## src/rtl/mem_interface.sv

```systemverilog
// Memory access sequencer between the MAR/MDR and a word-addressed synchronous RAM.
// Each read or write holds the RAM strobe for WAIT_STATES cycles, then completes.
module mem_interface #(
  parameter int DATA_W      = 32,
  parameter int ADDR_W      = 9,
  parameter int WAIT_STATES = 1
) (
  input  logic              clock,
  input  logic              clear,
  input  logic              mem_rd,
  input  logic              mem_wr,
  input  logic [31:0]       mar_addr,
  input  logic [DATA_W-1:0] mdr_data,
  input  logic [DATA_W-1:0] ram_rdata,
  output logic [ADDR_W-1:0] ram_addr,
  output logic [DATA_W-1:0] ram_wdata,
  output logic              ram_we,
  output logic              ram_re,
  output logic [DATA_W-1:0] Mdatain,
  output logic              mdr_read,
  output logic              busy,
  output logic              done,
  output logic              err
);

  typedef enum logic [1:0] {
    IDLE     = 2'd0,
    ACCESS   = 2'd1,
    COMPLETE = 2'd2
  } state_t;

  localparam logic [3:0] CNT_INIT = 4'(WAIT_STATES - 1);

  state_t              state_r, state_s;
  logic [3:0]          cnt_r, cnt_s;
  logic                op_rd_r, op_rd_s;
  logic [ADDR_W-1:0]   ram_addr_r, ram_addr_s;
  logic [DATA_W-1:0]   ram_wdata_r, ram_wdata_s;
  logic                ram_we_r, ram_we_s;
  logic                ram_re_r, ram_re_s;
  logic [DATA_W-1:0]   mdatain_r, mdatain_s;
  logic                mdr_read_r, mdr_read_s;
  logic                busy_r, busy_s;
  logic                done_r, done_s;
  logic                err_r, err_s;

  // Only the low ADDR_W bits of the MAR address the RAM.
  logic unused_mar_s;
  assign unused_mar_s = ^mar_addr[31:ADDR_W];

  // Next-state and next-output logic; every output is registered below.
  always_comb begin
    state_s     = state_r;
    cnt_s       = cnt_r;
    op_rd_s     = op_rd_r;
    ram_addr_s  = ram_addr_r;
    ram_wdata_s = ram_wdata_r;
    mdatain_s   = mdatain_r;
    ram_we_s    = 1'b0;
    ram_re_s    = 1'b0;
    mdr_read_s  = 1'b0;
    busy_s      = 1'b0;
    done_s      = 1'b0;
    err_s       = 1'b0;
    case (state_r)
      IDLE: begin
        if (mem_rd ^ mem_wr) begin
          state_s    = ACCESS;
          op_rd_s    = mem_rd;
          ram_addr_s = mar_addr[ADDR_W-1:0];
          cnt_s      = CNT_INIT;
          ram_re_s   = mem_rd;
          ram_we_s   = mem_wr;
          busy_s     = 1'b1;
          if (mem_wr) begin
            ram_wdata_s = mdr_data;
          end else begin
            ram_wdata_s = ram_wdata_r;
          end
        end else if (mem_rd && mem_wr) begin
          err_s = 1'b1;
        end else begin
          err_s = 1'b0;
        end
      end
      ACCESS: begin
        busy_s = 1'b1;
        // Strobe stays up until the counter has run out; this edge then closes it.
        if (cnt_r == 4'd0) begin
          state_s    = COMPLETE;
          done_s     = 1'b1;
          mdr_read_s = op_rd_r;
          if (op_rd_r) begin
            mdatain_s = ram_rdata;
          end else begin
            mdatain_s = mdatain_r;
          end
        end else begin
          cnt_s    = cnt_r - 4'd1;
          ram_re_s = op_rd_r;
          ram_we_s = ~op_rd_r;
        end
      end
      COMPLETE: begin
        state_s = IDLE;
      end
      default: begin
        state_s = IDLE;
      end
    endcase
  end

  // State and output registers; clear wins over every request.
  always_ff @(posedge clock) begin
    if (clear) begin
      state_r     <= IDLE;
      cnt_r       <= 4'd0;
      op_rd_r     <= 1'b0;
      ram_addr_r  <= '0;
      ram_wdata_r <= '0;
      ram_we_r    <= 1'b0;
      ram_re_r    <= 1'b0;
      mdatain_r   <= '0;
      mdr_read_r  <= 1'b0;
      busy_r      <= 1'b0;
      done_r      <= 1'b0;
      err_r       <= 1'b0;
    end else begin
      state_r     <= state_s;
      cnt_r       <= cnt_s;
      op_rd_r     <= op_rd_s;
      ram_addr_r  <= ram_addr_s;
      ram_wdata_r <= ram_wdata_s;
      ram_we_r    <= ram_we_s;
      ram_re_r    <= ram_re_s;
      mdatain_r   <= mdatain_s;
      mdr_read_r  <= mdr_read_s;
      busy_r      <= busy_s;
      done_r      <= done_s;
      err_r       <= err_s;
    end
  end

  assign ram_addr  = ram_addr_r;
  assign ram_wdata = ram_wdata_r;
  assign ram_we    = ram_we_r;
  assign ram_re    = ram_re_r;
  assign Mdatain   = mdatain_r;
  assign mdr_read  = mdr_read_r;
  assign busy      = busy_r;
  assign done      = done_r;
  assign err       = err_r;

endmodule

```

## config.mk

```make
export PLATFORM = sky130hd
export DESIGN_NAME = mem_interface
export DESIGN_NICKNAME = d
export VERILOG_FILES = /design/src/rtl/mem_interface.sv
export SDC_FILE = /design/constraint.sdc
export NUM_CORES = 1
export LEC_CHECK = 0
export ABC_CLOCK_PERIOD_IN_PS = 2150
export CAP_MARGIN = 0
export CORE_MARGIN = 4
export CORE_UTILIZATION = 41
export CTS_BUF_LIST = sky130_fd_sc_hd__clkbuf_4 sky130_fd_sc_hd__clkbuf_8
export DETAILED_ROUTE_END_ITERATION = 6
export GPL_ROUTABILITY_DRIVEN = 0
export PLACE_DENSITY = 0.82
export SLEW_MARGIN = 20
export SYNTH_ARGS = -nofsm -noshare
export SYNTH_HDL_FRONTEND = slang
export SYNTH_SLANG_ARGS = --single-unit
```

## constraint.sdc

```tcl
create_clock -name clock -period 2.15 [get_ports clock]
set_input_delay 0.43 -clock clock [delete_from_list [all_inputs] [get_ports clock]]
set_output_delay 0.43 -clock clock [all_outputs]
set_load 0.01 [all_outputs]
```

* Word-level counts from Yosys, hierarchy flattened
Index checks and enable logic that the tools add are counted.
Operators by class: eq/ne operators 4, bitwise operators 5, add/subtract/negate cells 1, mux-type cells 16, reductions and logical operators 12
Operator list (count):
- 3-bit AND reduction | 3
- 4-bit 2-to-1 mux | 2
- 4-bit one-hot mux with 2 select lines | 1
- 1-bit 2-to-1 mux | 7
- 2-bit inequality test (second input constant) | 3
- 1-bit one-hot mux with 2 select lines | 3
- 3-bit OR reduction | 2
- 4-bit zero test | 1
- 2-bit 2-to-1 mux | 2
- 1-bit NOT | 4
- 2-bit one-hot mux with 2 select lines | 1
- 2-bit AND reduction | 2
- 4-bit by 1-bit subtractor with 4-bit output (second input constant) | 1
- 2-bit by 1-bit == test with 1-bit output (second input constant) | 1
- 2-bit zero test | 1
- 2-bit nonzero test | 1
- 2-bit OR reduction | 1
- 1-bit logical AND | 1
- 1-bit bitwise XOR | 1
Word-level totals: output and inout port bits 79, register bits 86, logic and storage cells 50

* Logic depth before layout (Yosys ltp)
Gate-level depths: netlist of run 1.
depth after elaboration 3, depth in mapped cells 7, mapped depth without buffers 5

* Least setup slack after synthesis of run 1
OpenSTA, ideal clock, no wires.
path kind register -> register, start register cnt_r[0], end register ram_we_r, in the netlist ram_we, required time 2.071 ns, cell stages (with the launch flop) 7, arrival time 1.433 ns, slack 0.638 ns, buffers on the path 1, cells stage by stage dfxtp_1 -> inv_1 -> ha_1 -> nor3b_2 -> buf_4 -> or3_1 -> a211oi_2
On the way: longest elaborated chain between the ends 3
RTL lines:
- start, declared | line 35 | logic [3:0] cnt_r, cnt_s;
- start signal, assigned | line 130 | cnt_r <= cnt_s;
- 4-bit zero test | line 89 | if (cnt_r == 4'd0) begin
- 1-bit 2-to-1 mux | line 89
- 1-bit one-hot mux with 2 select lines | line 65 | case (state_r)
- end signal, assigned | line 134 | ram_we_r <= ram_we_s;
- end, declared | line 39 | logic ram_we_r, ram_we_s;
No other way between the ends. A chain may end at the register's enable or synchronous reset.

* Worst setup path after layout of run 1
start register cnt_r[0], end register mdatain_r[0], in the netlist Mdatain[0]
On the way: longest elaborated chain between the ends 2
RTL lines:
- 4-bit zero test | line 89
- 3-bit AND reduction (no source line)
- end signal, assigned | line 136 | mdatain_r <= mdatain_s;
- end, declared | line 41 | logic [DATA_W-1:0] mdatain_r, mdatain_s;
No other way between the ends.

==> metrics.md, run 1 <==
| Metric | Value |
|---|---|
| Status | complete, no violations |
| Synth Cell Area | 3476 sq um |
| Gate power share | 22.4% |
| Initial DRC Count | 90 |
| H-tree depth | 3 |
| Worst hold margin | 454.5 ps |
| PortBufs | 155 |
| # clock sinks | 86 |
| Post-route DRC | 0 |
| Largest net degree at the start of global routing | 35 |
| Top post-synthesis cells by area | dfxtp_1 50%, nand2_1 9.3%, a311oi_1 8.1% |
| Max cap viols | 0 |
| Final Max Tran Viols | 0 |
| Power Dens Cells | 661.3 nW/um^2 |
| Final ANT Viol Nets | 0 |
| P_sw | 0.9771 mW |
| Total power | 3.494 mW |
| Sw frac | 27.96% |
| Clk root buf | clkbuf_8 |
| CP max stage delay | 620 ps |
| Worst-path cell chain | inv_1, ha_1, nor3b_4, and3_1, buf_12, a31o_2 |
| Leakage | 1.841 nW |
| Req. time, crit path | 2430 ps |
| Syn nets | 499 |
| Hold Vio Cnt, Final | 0 |
| Crit path kind | reg2reg |
| Fillers | 691 |
| Post-DP Area | 5120 sq um |
| Slew HR | 52.81% |
| Final core area utilization | 64.31% |
| CP Launch Type | flop |
| Core area | 8217 sq um |
| Max Clk Rate | 0.5129 GHz |
| Number of CTS-inserted buffers | 9 |
| CTS Hold Bufs | 0 |
| Mean Syn Cell Area | 8.822 sq um |
| First-pass GRT wire length | 15.49 mm |
| Peak supply drop | 385.7 uV |
| HPWL Detailed | 7.086 mm |
| Clock skew | 13.77 ps |
| Postcts setup bufs | 0 |
| Vias in the first global route | 3223 |
| Number of cell rows | 33 |
| Netlist cell types | 31 |
| Worst slew pin tran | 707.1 ps |
| # diodes | 0 |
| P&R area growth vs syn | 52.02% |
| CP Max Fanout | 33 |
| Clk_lat worst skew | 340 ps |
| Clk pwr share | 27.8% |
| Vias per inst | 5.213 |
| Clock Path Buffers | 2 |
| Dominant cell type by area after synthesis | dfxtp_1 |
| Crit share post-route | 90.68% |
| Die area | 10020 sq um |
| HP Class | in2reg |
| Unrepaired setup endpoints after global routing | no |
| Synthesis Warnings | 0 |
| Number of synthesized flops with an enable pin | 0 |
| Bufs and invs on worst path | 2 |
| Pint | 2.517 mW |
| Initial Util | 42.30% |
| Syn Inst Count | 394 |
| Total track usage | 19.05% |
| Synth Register Bits | 86 |
| Router iterations before antenna repair | 4 |
| Total negative slack | 0 ps |
| DR vias | 3373 |
| Initial antenna violation count | 0 |
| TritonCTS clock tree | yes |
| Post_cts resized | 0 |
| Top_reg_cell synth | dfxtp_1 |
| Slowest CP cell | nor3b_4 |
| Share of layout cells above drive strength 1 | 7.565% |
| # IOs | 179 |
| Post-synth top cells | 86 x dfxtp_1, 86 x nand2_1, 46 x a21oi_1 |
| Post-route cell area | 5284 sq um |
| Worst Setup End Kind | flop |
| Clk slew on worst S/H paths | 80 ps |
| Final worst path period need | 1950 ps |
| Die Wd | 100.1 um |
| Die Height | 100.1 um |
| Fraction of registers with async set/reset | 0% |
| Sequential area share after synthesis | 49.53% |
| Final wirelength | 9.889 mm |
| Nets | 643 |
| Wire per inst | 15.28 um |
| Post-synth top area share | 49.53% |
| Total global routing overflow | 0 |
| # setup viols final | 0 |
| Arr. time, crit path | 2230 ps |
| Delay-heaviest family, CP | simple AND/OR/NAND/NOR gates |
| Reg power frac | 49.8% |
stage by stage:
stage | instances | setup WS, ps
after floorplan | 394 | 638.0
after global placement | 632 | 16.28
after detailed placement | 632 | -47.32
after CTS | 647 | 210.9
after global routing | 647 | 52.34
final | 647 | 200.3
logic make-up (layout without fill, tap and decap cells):
| logic type | after synthesis | in the layout | synth area share (%) |
|---|---|---|---|
| AO/OA/AOI/OAI | 116 | 116 | 24.05 |
| adder cells (fa/ha/maj) | 5 | 5 | 1.800 |
| AND/OR/NAND/NOR | 109 | 109 | 14.36 |
| flip-flops | 86 | 86 | 49.53 |
| buffers and inverters | 78 | 226 | 10.26 |
per-layer routing:
layer | GRT usage [%] | part of all wire, %
met1 | 23.33 | 42
met2 | 32.43 | 50
met3 | 3.266 | 5.6
met4 | 9.223 | 2.9
met5 | 0 | 0
state kept, by name (all words and copies together), names as in the netlist:
| register | cells |
|---|---|
| busy | 1 |
| cnt_r | 4 |
| op_rd_r | 1 |
| state_r | 2 |
| done | 1 |
| ram_we | 1 |
| ram_re | 1 |
| err | 1 |
| Mdatain | 32 |
| ram_wdata | 32 |
| mdr_read | 1 |
| ram_addr | 9 |
layout by cell type, fill, tap and decap left out, types with 2 or more instances in the layout:
cell | synthesis | final
ha_1 | 5 | 5
dfxtp_1 | 86 | 86
nor3_1 | 2 | 2
clkbuf_4 | 0 | 2
a311oi_1 | 32 | 32
a31o_2 | 3 | 3
nor3b_4 | 0 | 2
o21ai_0 | 3 | 3
clkinvlp_4 | 0 | 2
or3_1 | 4 | 4
a31o_1 | 29 | 29
nand2_1 | 86 | 86
nor4_1 | 2 | 2
buf_4 | 3 | 13
inv_1 | 39 | 39
buf_12 | 0 | 3
clkinv_2 | 0 | 2
and3_1 | 3 | 3
or4_1 | 2 | 2
clkdlybuf4s50_1 | 0 | 154
clkbuf_8 | 0 | 9
a21oi_1 | 46 | 46
worst reg2reg max path, stage by stage (launching register included):
cell and delay [ps]:
dfxtp_1 330, inv_1 80, ha_1 180, nor3b_4 620, and3_1 310, buf_12 190, a31o_2 190
worst paths after layout:
| path | start | endpoint | slack, ps | depth (start not counted) |
|---|---|---|---|---|
| setup / recovery | cnt_r[0] | Mdatain[0] | 200 | 6 |
| hold / removal | clear | state_r[1] | 450 | 3 |
| setup reg to reg | cnt_r[0] | Mdatain[0] | 200 | 6 |
| hold reg to reg | ram_wdata[27] | ram_wdata[27] | 460 | 2 |
layout make-up:
| type | count | area [sq um] | area share, % |
|---|---|---|---|
| clock inverter | 4 | 25.02 | 0.4736 |
| multi-input combinational | 230 | 1413 | 26.73 |
| tap | 105 | 131.4 | 2.486 |
| timing repair buffer | 171 | 1704 | 32.25 |
| sequential | 86 | 1722 | 32.58 |
| clock buffer | 11 | 138.9 | 2.628 |
| inverter | 40 | 150.1 | 2.842 |
power by group through the flow:
stage	logic [mW]	registers (mW)	clock network (mW)
after floorplan	0.355	1.79	0
after global placement	0.764	1.77	0
after detailed placement	0.786	1.78	0
after CTS	0.788	1.74	1.01
after global routing	0.849	1.75	1.06
final	0.784	1.74	0.970
Power figures use the tool's default switching activity.
==> run 2: changes to the inputs <==
--- a/config.mk
+++ b/config.mk
@@ -5,14 +5,15 @@
 export SDC_FILE = /design/constraint.sdc
 export NUM_CORES = 1
 export LEC_CHECK = 0
-export ABC_CLOCK_PERIOD_IN_PS = 2150
 export CAP_MARGIN = 0
+export CELL_PAD_IN_SITES_DETAIL_PLACEMENT = 0
+export CELL_PAD_IN_SITES_GLOBAL_PLACEMENT = 1
 export CORE_MARGIN = 4
-export CORE_UTILIZATION = 41
+export CORE_UTILIZATION = 29
 export CTS_BUF_LIST = sky130_fd_sc_hd__clkbuf_4 sky130_fd_sc_hd__clkbuf_8
 export DETAILED_ROUTE_END_ITERATION = 6
 export GPL_ROUTABILITY_DRIVEN = 0
-export PLACE_DENSITY = 0.82
+export PLACE_DENSITY_LB_ADDON = 0.1
 export SLEW_MARGIN = 20
 export SYNTH_ARGS = -nofsm -noshare
 export SYNTH_HDL_FRONTEND = slang
==> metrics.md, run 2 (synthesis gave the netlist of run 1 again) <==
| Metric | Value |
|---|---|
| Status | complete, no violations (unchanged) |
| # setup viols final | 0 (unchanged) |
| Final Max Tran Viols | 0 (unchanged) |
| Crit path kind | in2reg (was reg2reg) |
| H-tree depth | 3 (unchanged) |
| Die Height | 117.5 um (was 100.1 um) |
| Bufs and invs on worst path | 3 (was 2) |
| Post-route DRC | 0 (unchanged) |
| Power Dens Cells | 685.7 nW/um^2 (was 661.3 nW/um^2) |
| Initial DRC Count | 184 (was 90) |
| Delay-heaviest family, CP | buffers and inverters (was simple AND/OR/NAND/NOR gates) |
| Arr. time, crit path | 2180 ps (was 2230 ps) |
| Number of CTS-inserted buffers | 9 (unchanged) |
| Total track usage | 15.88% (was 19.05%) |
| Worst slew pin tran | 660.7 ps (was 707.1 ps) |
| Share of layout cells above drive strength 1 | 7.735% (was 7.565%) |
| Crit path capture | ram_wdata[16] (was Mdatain[0]) |
| Metal-1 WL | 4.848 mm (was 4.141 mm) |
| Reg power frac | 47.1% (was 49.8%) |
| Worst Reg-to-Reg Cells | 6 (unchanged) |
| Placed Instances | 670 (was 632) |
| Worst reg2reg path startpoint | cnt_r[0] (unchanged) |
| Wire per inst | 16.04 um (was 15.28 um) |
| Total power | 3.692 mW (was 3.494 mW) |
| Max cap viols | 0 (unchanged) |
| # IOs | 179 (unchanged) |
| CP max stage delay | 600 ps (was 620 ps) |
| Slowest CP cell | nor3b_4 (unchanged) |
| Leakage | 1.869 nW (was 1.841 nW) |
| Clk root buf | clkbuf_8 (unchanged) |
| Nets | 644 (was 643) |
| Crit share post-route | 88.72% (was 90.68%) |
| CTS Hold Bufs | 0 (unchanged) |
| P_sw | 0.9964 mW (was 0.9771 mW) |
| Commonest non-fill, non-tap cell in the layout | clkdlybuf4s50_1 (unchanged) |
| Sw frac | 26.99% (was 27.96%) |
| HPWL Detailed | 7.259 mm (was 7.086 mm) |
| Vias per inst | 4.792 (was 5.213) |
| Final ANT Viol Nets | 0 (unchanged) |
| HP Class | reg2reg (was in2reg) |
| Clock skew | 3.231 ps (was 13.77 ps) |
| Worst R2R End | Mdatain[31] (was Mdatain[0]) |
| Initial antenna violation count | 0 (unchanged) |
| Initial Util | 30.06% (was 42.30%) |
| Most frequent cells in the layout | 154 x clkdlybuf4s50_1, 86 x dfxtp_1, 86 x nand2_1 (unchanged) |
| Clk pwr share | 31.3% (was 27.8%) |
| Placement Setup Slack | -431.7 ps (was -47.32 ps) |
| CP Max Fanout | 14 (was 33) |
| Reg2Reg Setup Slack | 300 ps (was 200 ps) |
| CP Launch Type | input port (was flop) |
| Req. time, crit path | 2430 ps (about the same) |
| Hold Vio Cnt, Final | 0 (unchanged) |
| First-pass GRT wire length | 17.86 mm (was 15.49 mm) |
| Setup ws final | 242.5 ps (was 200.3 ps) |
| Metal2 WL | 5.461 mm (was 4.912 mm) |
| Post-DP Area | 5167 sq um (was 5120 sq um) |
| Number of cell rows | 39 (was 33) |
| Router iterations before antenna repair | 4 (unchanged) |
| Max Clk Rate | 0.5242 GHz (was 0.5129 GHz) |
| PortBufs | 155 (unchanged) |
| Pint | 2.695 mW (was 2.517 mW) |
| Die Wd | 117.5 um (was 100.1 um) |
| Critical Path Source | mem_rd (was cnt_r[0]) |
| Total global routing overflow | 0 (unchanged) |
| Multi-input combinational cell area | 1431 sq um (was 1413 sq um) |
| P&R area growth vs syn | 54.90% (was 52.02%) |
| Final wirelength | 11.01 mm (was 9.889 mm) |
| # diodes | 0 (unchanged) |
| DR top layer | met4 (unchanged) |
| # clock sinks | 86 (unchanged) |
| Post-route insts no fill | 686 (was 647) |
| Worst Setup End Kind | flop (unchanged) |
| TritonCTS clock tree | yes (unchanged) |
| DR vias | 3287 (was 3373) |
| Reg area | 1722 sq um (unchanged) |
| Clk_lat worst skew | 340 ps (about the same) |
| Clk slew on worst S/H paths | 80 ps (about the same) |
| Stages on the worst setup path | 7 (was 6) |
| Gate power share | 21.6% (was 22.4%) |
| Fillers | 1157 (was 691) |
| Peak supply drop | 437.6 uV (was 385.7 uV) |
| Slew HR | 55.91% (was 52.81%) |
| Postcts setup bufs | 0 (unchanged) |
| Post-route cell area | 5384 sq um (was 5284 sq um) |
| Largest net degree at the start of global routing | 74 (was 35) |
| Worst-path cell chain | clkdlybuf4s50_1, inv_1, ha_1, nor3b_4, buf_4, nand2_1, a21oi_1 (was inv_1, ha_1, nor3b_4, and3_1, buf_12, a31o_2) |
| Clock Path Buffers | 2 (unchanged) |
| Core area | 11560 sq um (was 8217 sq um) |
| Die area | 13800 sq um (was 10020 sq um) |
| WL met3 | 579 um (was 553 um) |
| Vias in the first global route | 3386 (was 3223) |
| Final worst path period need | 1908 ps (was 1950 ps) |
| Unrepaired setup endpoints after global routing | no (unchanged) |
-- run 2: cell type report --
class / instances / area share, %
multi-input cells: 231 / 26.59
well taps: 143 / 3.323
flip-flops and latches: 86 / 31.98
repair buffers: 171 / 31.65
clock buffers: 14 / 3.114
inverters: 40 / 2.789
clock inverters: 1 / 0.5578
-- run 2: worst min path at each step --
stage                       startpoint           end  slack [ps]  depth (start not counted)
after floorplan               cnt_r[1]      cnt_r[1]         450                          2
after global placement     ram_addr[0]   ram_addr[0]         440                          2
after detailed placement  ram_wdata[8]  ram_wdata[8]         450                          2
after CTS                 ram_wdata[8]  ram_wdata[8]         460                          2
after global routing       ram_addr[1]   ram_addr[1]         470                          2
final                     ram_wdata[8]  ram_wdata[8]         460                          2
-- run 2: metal layers --
layer	vias up	track usage, %
met5	-	0
met4	0	4.176
met3	8	4.805
met2	85	27.82
met1	1545	18.97
li1	1649	-
-- run 2: per-stage QoR --
step	util, %	setup TNS [ps]	hold slack, ps
detailed placement	44.68	-8547	446.3
CTS	46.50	0	458.0
global route	46.55	0	474.8
finish	46.55	0	456.5
global placement	44.68	-8759	440.6
floorplan	-	0	452.6
-- run 2: worst min-delay path, cell delays in order, from the launching register on --
cell     delay [ps]
dfxtp_1         310
nand2_1          50
a21oi_1          50
-- run 2: what timing repair did --
item | 4_1_cts | 5_1_grt
cloned | 1 | 0
setup endpoints to repair | 5 | 7
resized for setup | 0 | 1
-- run 2: power by group through the flow --
stage                     sequential, mW  clock, mW  combinational [mW]
after floorplan                     1.79          0               0.355
after global placement              1.77          0               0.798
after detailed placement            1.77          0               0.800
after CTS                           1.74       1.21               0.808
after global routing                1.75       1.27               0.869
final                               1.74       1.16               0.797
==> run 3: changes to the inputs <==
--- a/config.mk
+++ b/config.mk
@@ -5,11 +5,12 @@
 export SDC_FILE = /design/constraint.sdc
 export NUM_CORES = 1
 export LEC_CHECK = 0
+export ABC_AREA = 1
 export CAP_MARGIN = 0
 export CELL_PAD_IN_SITES_DETAIL_PLACEMENT = 0
 export CELL_PAD_IN_SITES_GLOBAL_PLACEMENT = 1
 export CORE_MARGIN = 4
-export CORE_UTILIZATION = 29
+export CORE_UTILIZATION = 27
 export CTS_BUF_LIST = sky130_fd_sc_hd__clkbuf_4 sky130_fd_sc_hd__clkbuf_8
 export DETAILED_ROUTE_END_ITERATION = 6
 export GPL_ROUTABILITY_DRIVEN = 0
==> metrics.md, run 3 <==
| Metric | Value |
|---|---|
| Status | complete, no violations (unchanged) |
| Syn Inst Count | 388 (was 394) |
| Nets | 643 (was 644) |
| Die area | 13250 sq um (was 13800 sq um) |
| Router iterations before antenna repair | 4 (unchanged) |
| Core area | 11030 sq um (was 11560 sq um) |
| Initial DRC Count | 126 (was 184) |
| Worst Setup End Kind | flop (unchanged) |
| First-pass GRT wire length | 14.29 mm (was 17.86 mm) |
| CTS Hold Bufs | 0 (unchanged) |
| Hold Vio Cnt, Final | 0 (unchanged) |
| Most frequent cells in the layout | 155 x clkdlybuf4s50_1, 152 x nor2_1, 86 x dfxtp_1 (was 154 x clkdlybuf4s50_1, 86 x dfxtp_1, 86 x nand2_1) |
| Clock skew | 11.76 ps (was 3.231 ps) |
| Clk slew on worst S/H paths | 80 ps (about the same) |
| Vias per inst | 4.328 (was 4.792) |
| DR vias | 2956 (was 3287) |
| Crit path kind | in2reg (unchanged) |
| Commonest non-fill, non-tap cell in the layout | clkdlybuf4s50_1 (unchanged) |
| Final Max Tran Viols | 0 (unchanged) |
| Worst slew pin tran | 609.0 ps (was 660.7 ps) |
| Clk_lat worst skew | 350 ps (was 340 ps) |
| Total global routing overflow | 0 (unchanged) |
| CP Max Fanout | 9 (was 14) |
| HP Class | reg2reg (unchanged) |
| Final core area utilization | 45.39% (was 46.55%) |
| Clock Path Buffers | 2 (unchanged) |
| # clock sinks | 86 (unchanged) |
| Post_cts resized | 0 (unchanged) |
| Sequential area share after synthesis | 55.57% (was 49.53%) |
| CP Launch Type | input port (unchanged) |
| Post-synth top cells | 152 x nor2_1, 86 x dfxtp_1, 65 x o21ai_0 (was 86 x dfxtp_1, 86 x nand2_1, 46 x a21oi_1) |
| Final ANT Viol Nets | 0 (unchanged) |
| Unrepaired setup endpoints after global routing | no (unchanged) |
| Post-route insts no fill | 683 (was 686) |
| Number of synthesized flops with an enable pin | 0 (unchanged) |
| Bufs and invs on worst path | 4 (was 3) |
| Crit share post-route | 82.03% (was 88.72%) |
| Slew HR | 59.34% (was 55.91%) |
| Worst-path cell chain | clkdlybuf4s50_1, inv_1, ha_1, inv_1, nand2_2, clkinv_1, nor2_1, nor2_1 (was clkdlybuf4s50_1, inv_1, ha_1, nor3b_4, buf_4, nand2_1, a21oi_1) |
| Postcts setup bufs | 0 (unchanged) |
| Post-synth top area share | 55.57% (was 49.53%) |
| H-tree depth | 3 (unchanged) |
| PortBufs | 155 (unchanged) |
| Number of CTS-inserted buffers | 9 (unchanged) |
| Final wirelength | 9.268 mm (was 11.01 mm) |
| Die Height | 115.1 um (was 117.5 um) |
| # setup viols final | 0 (unchanged) |
| Fraction of registers with async set/reset | 0% (unchanged) |
| Placed Instances | 667 (was 670) |
| Clk root buf | clkbuf_8 (unchanged) |
| Max Clk Rate | 0.5670 GHz (was 0.5242 GHz) |
| P&R area growth vs syn | 61.63% (was 54.90%) |
| Power Dens Cells | 811.4 nW/um^2 (was 685.7 nW/um^2) |
| Mean Syn Cell Area | 7.984 sq um (was 8.822 sq um) |
| Synthesis Warnings | 0 (unchanged) |
| Fillers | 1126 (was 1157) |
| Synth Cell Area | 3098 sq um (was 3476 sq um) |
| Arr. time, crit path | 2010 ps (was 2180 ps) |
| Leakage | 1.895 nW (was 1.869 nW) |
| Dominant cell type by area after synthesis | dfxtp_1 (unchanged) |
| Initial antenna violation count | 0 (unchanged) |
| # diodes | 0 (unchanged) |
| TritonCTS clock tree | yes (unchanged) |
| Top_reg_cell synth | dfxtp_1 (unchanged) |
| Total track usage | 13.84% (was 15.88%) |
| Delay-heaviest family, CP | buffers and inverters (unchanged) |
| Slowest CP cell | clkdlybuf4s50_1 (was nor3b_4) |
| Vias in the first global route | 2806 (was 3386) |
| # IOs | 179 (unchanged) |
| Syn nets | 493 (was 499) |
| Initial Util | 28.09% (was 30.06%) |
| Total power | 4.063 mW (was 3.692 mW) |
| Count leader, synth | nor2_1 |
| Number of cell rows | 38 (was 39) |
| Post-route DRC | 0 (unchanged) |
| Share of layout cells above drive strength 1 | 5.709% (was 7.735%) |
| CP max stage delay | 540 ps (was 600 ps) |
| Synth Register Bits | 86 (unchanged) |
| Max cap viols | 0 (unchanged) |
| Top post-synthesis cells by area | dfxtp_1 56%, nor2_1 18%, o21ai_0 11% (was dfxtp_1 50%, nand2_1 9.3%, a311oi_1 8.1%) |
| Peak supply drop | 347.7 uV (was 437.6 uV) |
| Final worst path period need | 1764 ps (was 1908 ps) |
| Req. time, crit path | 2390 ps (was 2430 ps) |
| Netlist cell types | 24 (was 31) |
| Largest net degree at the start of global routing | 41 (was 74) |
| HPWL Detailed | 6.499 mm (was 7.259 mm) |
| Die Wd | 115.1 um (was 117.5 um) |
| Wire per inst | 13.57 um (was 16.04 um) |
-- run 3: cell types whose count changed after synthesis, moves of 29 or more --
cell	delta
a31o_1	-29
a311oi_1	-32
o21ai_0	+62
nand2_1	-75
nor2_1	+152
inv_1	-30
a21oi_1	-38
-- run 3: final cells by class --
cell class | count | area (sq um) | share of cell area, %
sequential | 86 | 1722 | 34.38
timing repair buffer | 161 | 1622 | 32.38
multi-input combinational | 266 | 1194 | 23.84
tap | 140 | 175.2 | 3.498
clock buffer | 12 | 146.4 | 2.924
clock inverter | 4 | 95.09 | 1.899
inverter | 14 | 53.80 | 1.074
-- run 3: worst paths after layout --
check	end	from	slack, ps	cells after the start
max	ram_addr[1]	mem_rd	390	8
min	cnt_r[0]	cnt_r[0]	480	2
max reg2reg	Mdatain[12]	cnt_r[1]	540	8
min reg2reg	cnt_r[0]	cnt_r[0]	480	2
-- run 3: cell families (layout without fill, tap and decap cells) --
group / count (synthesis) / count (layout) / synth area share [%]
DFF: 86 / 86 / 55.57
buffers and inverters: 36 / 191 / 5.896
adders and majority gates: 5 / 5 / 2.019
AOI/OAI and AO/OA: 83 / 83 / 13.41
and+or+nand+nor: 178 / 178 / 23.10
-- run 3: stage by stage --
stage / setup TNS [ps] / worst slack, ps / hold slack, ps / area (sq um)
floorplan: 0 / 805.7 / 439.5 / 3098
global placement: 0 / 35.08 / 463.0 / 4766
detailed placement: -33.86 / -10.23 / 469.8 / 4766
CTS: 0 / 375.4 / 481.4 / 5007
global route: 0 / 263.9 / 505.4 / 5007
finish: 0 / 386.3 / 482.2 / 5007
-- run 3: power by group --
group	internal, mW	leakage, nW	switching [mW]	total (mW)
clock	0.810	0.125	0.563	1.37
sequential	1.74	0.703	0.0756	1.81
combinational	0.467	1.07	0.410	0.877
total	3.01	1.90	1.05	4.06
-- run 3: worst register-to-register path, cell delays in order (launching register included) --
cell	delay [ps]
dfxtp_1	370
inv_1	70
ha_1	200
nand2_1	70
nor2_1	60
nand3_4	70
clkinv_2	360
nor2_1	240
nor2_1	60
-- run 3: per-layer routing --
metal,track usage [%],up-vias,wire (um)
li1,-,1536,-
met1,17.89,1309,4118
met2,21.57,100,4248
met4,4.851,0,155
met3,4.737,11,745
met5,0,-,0
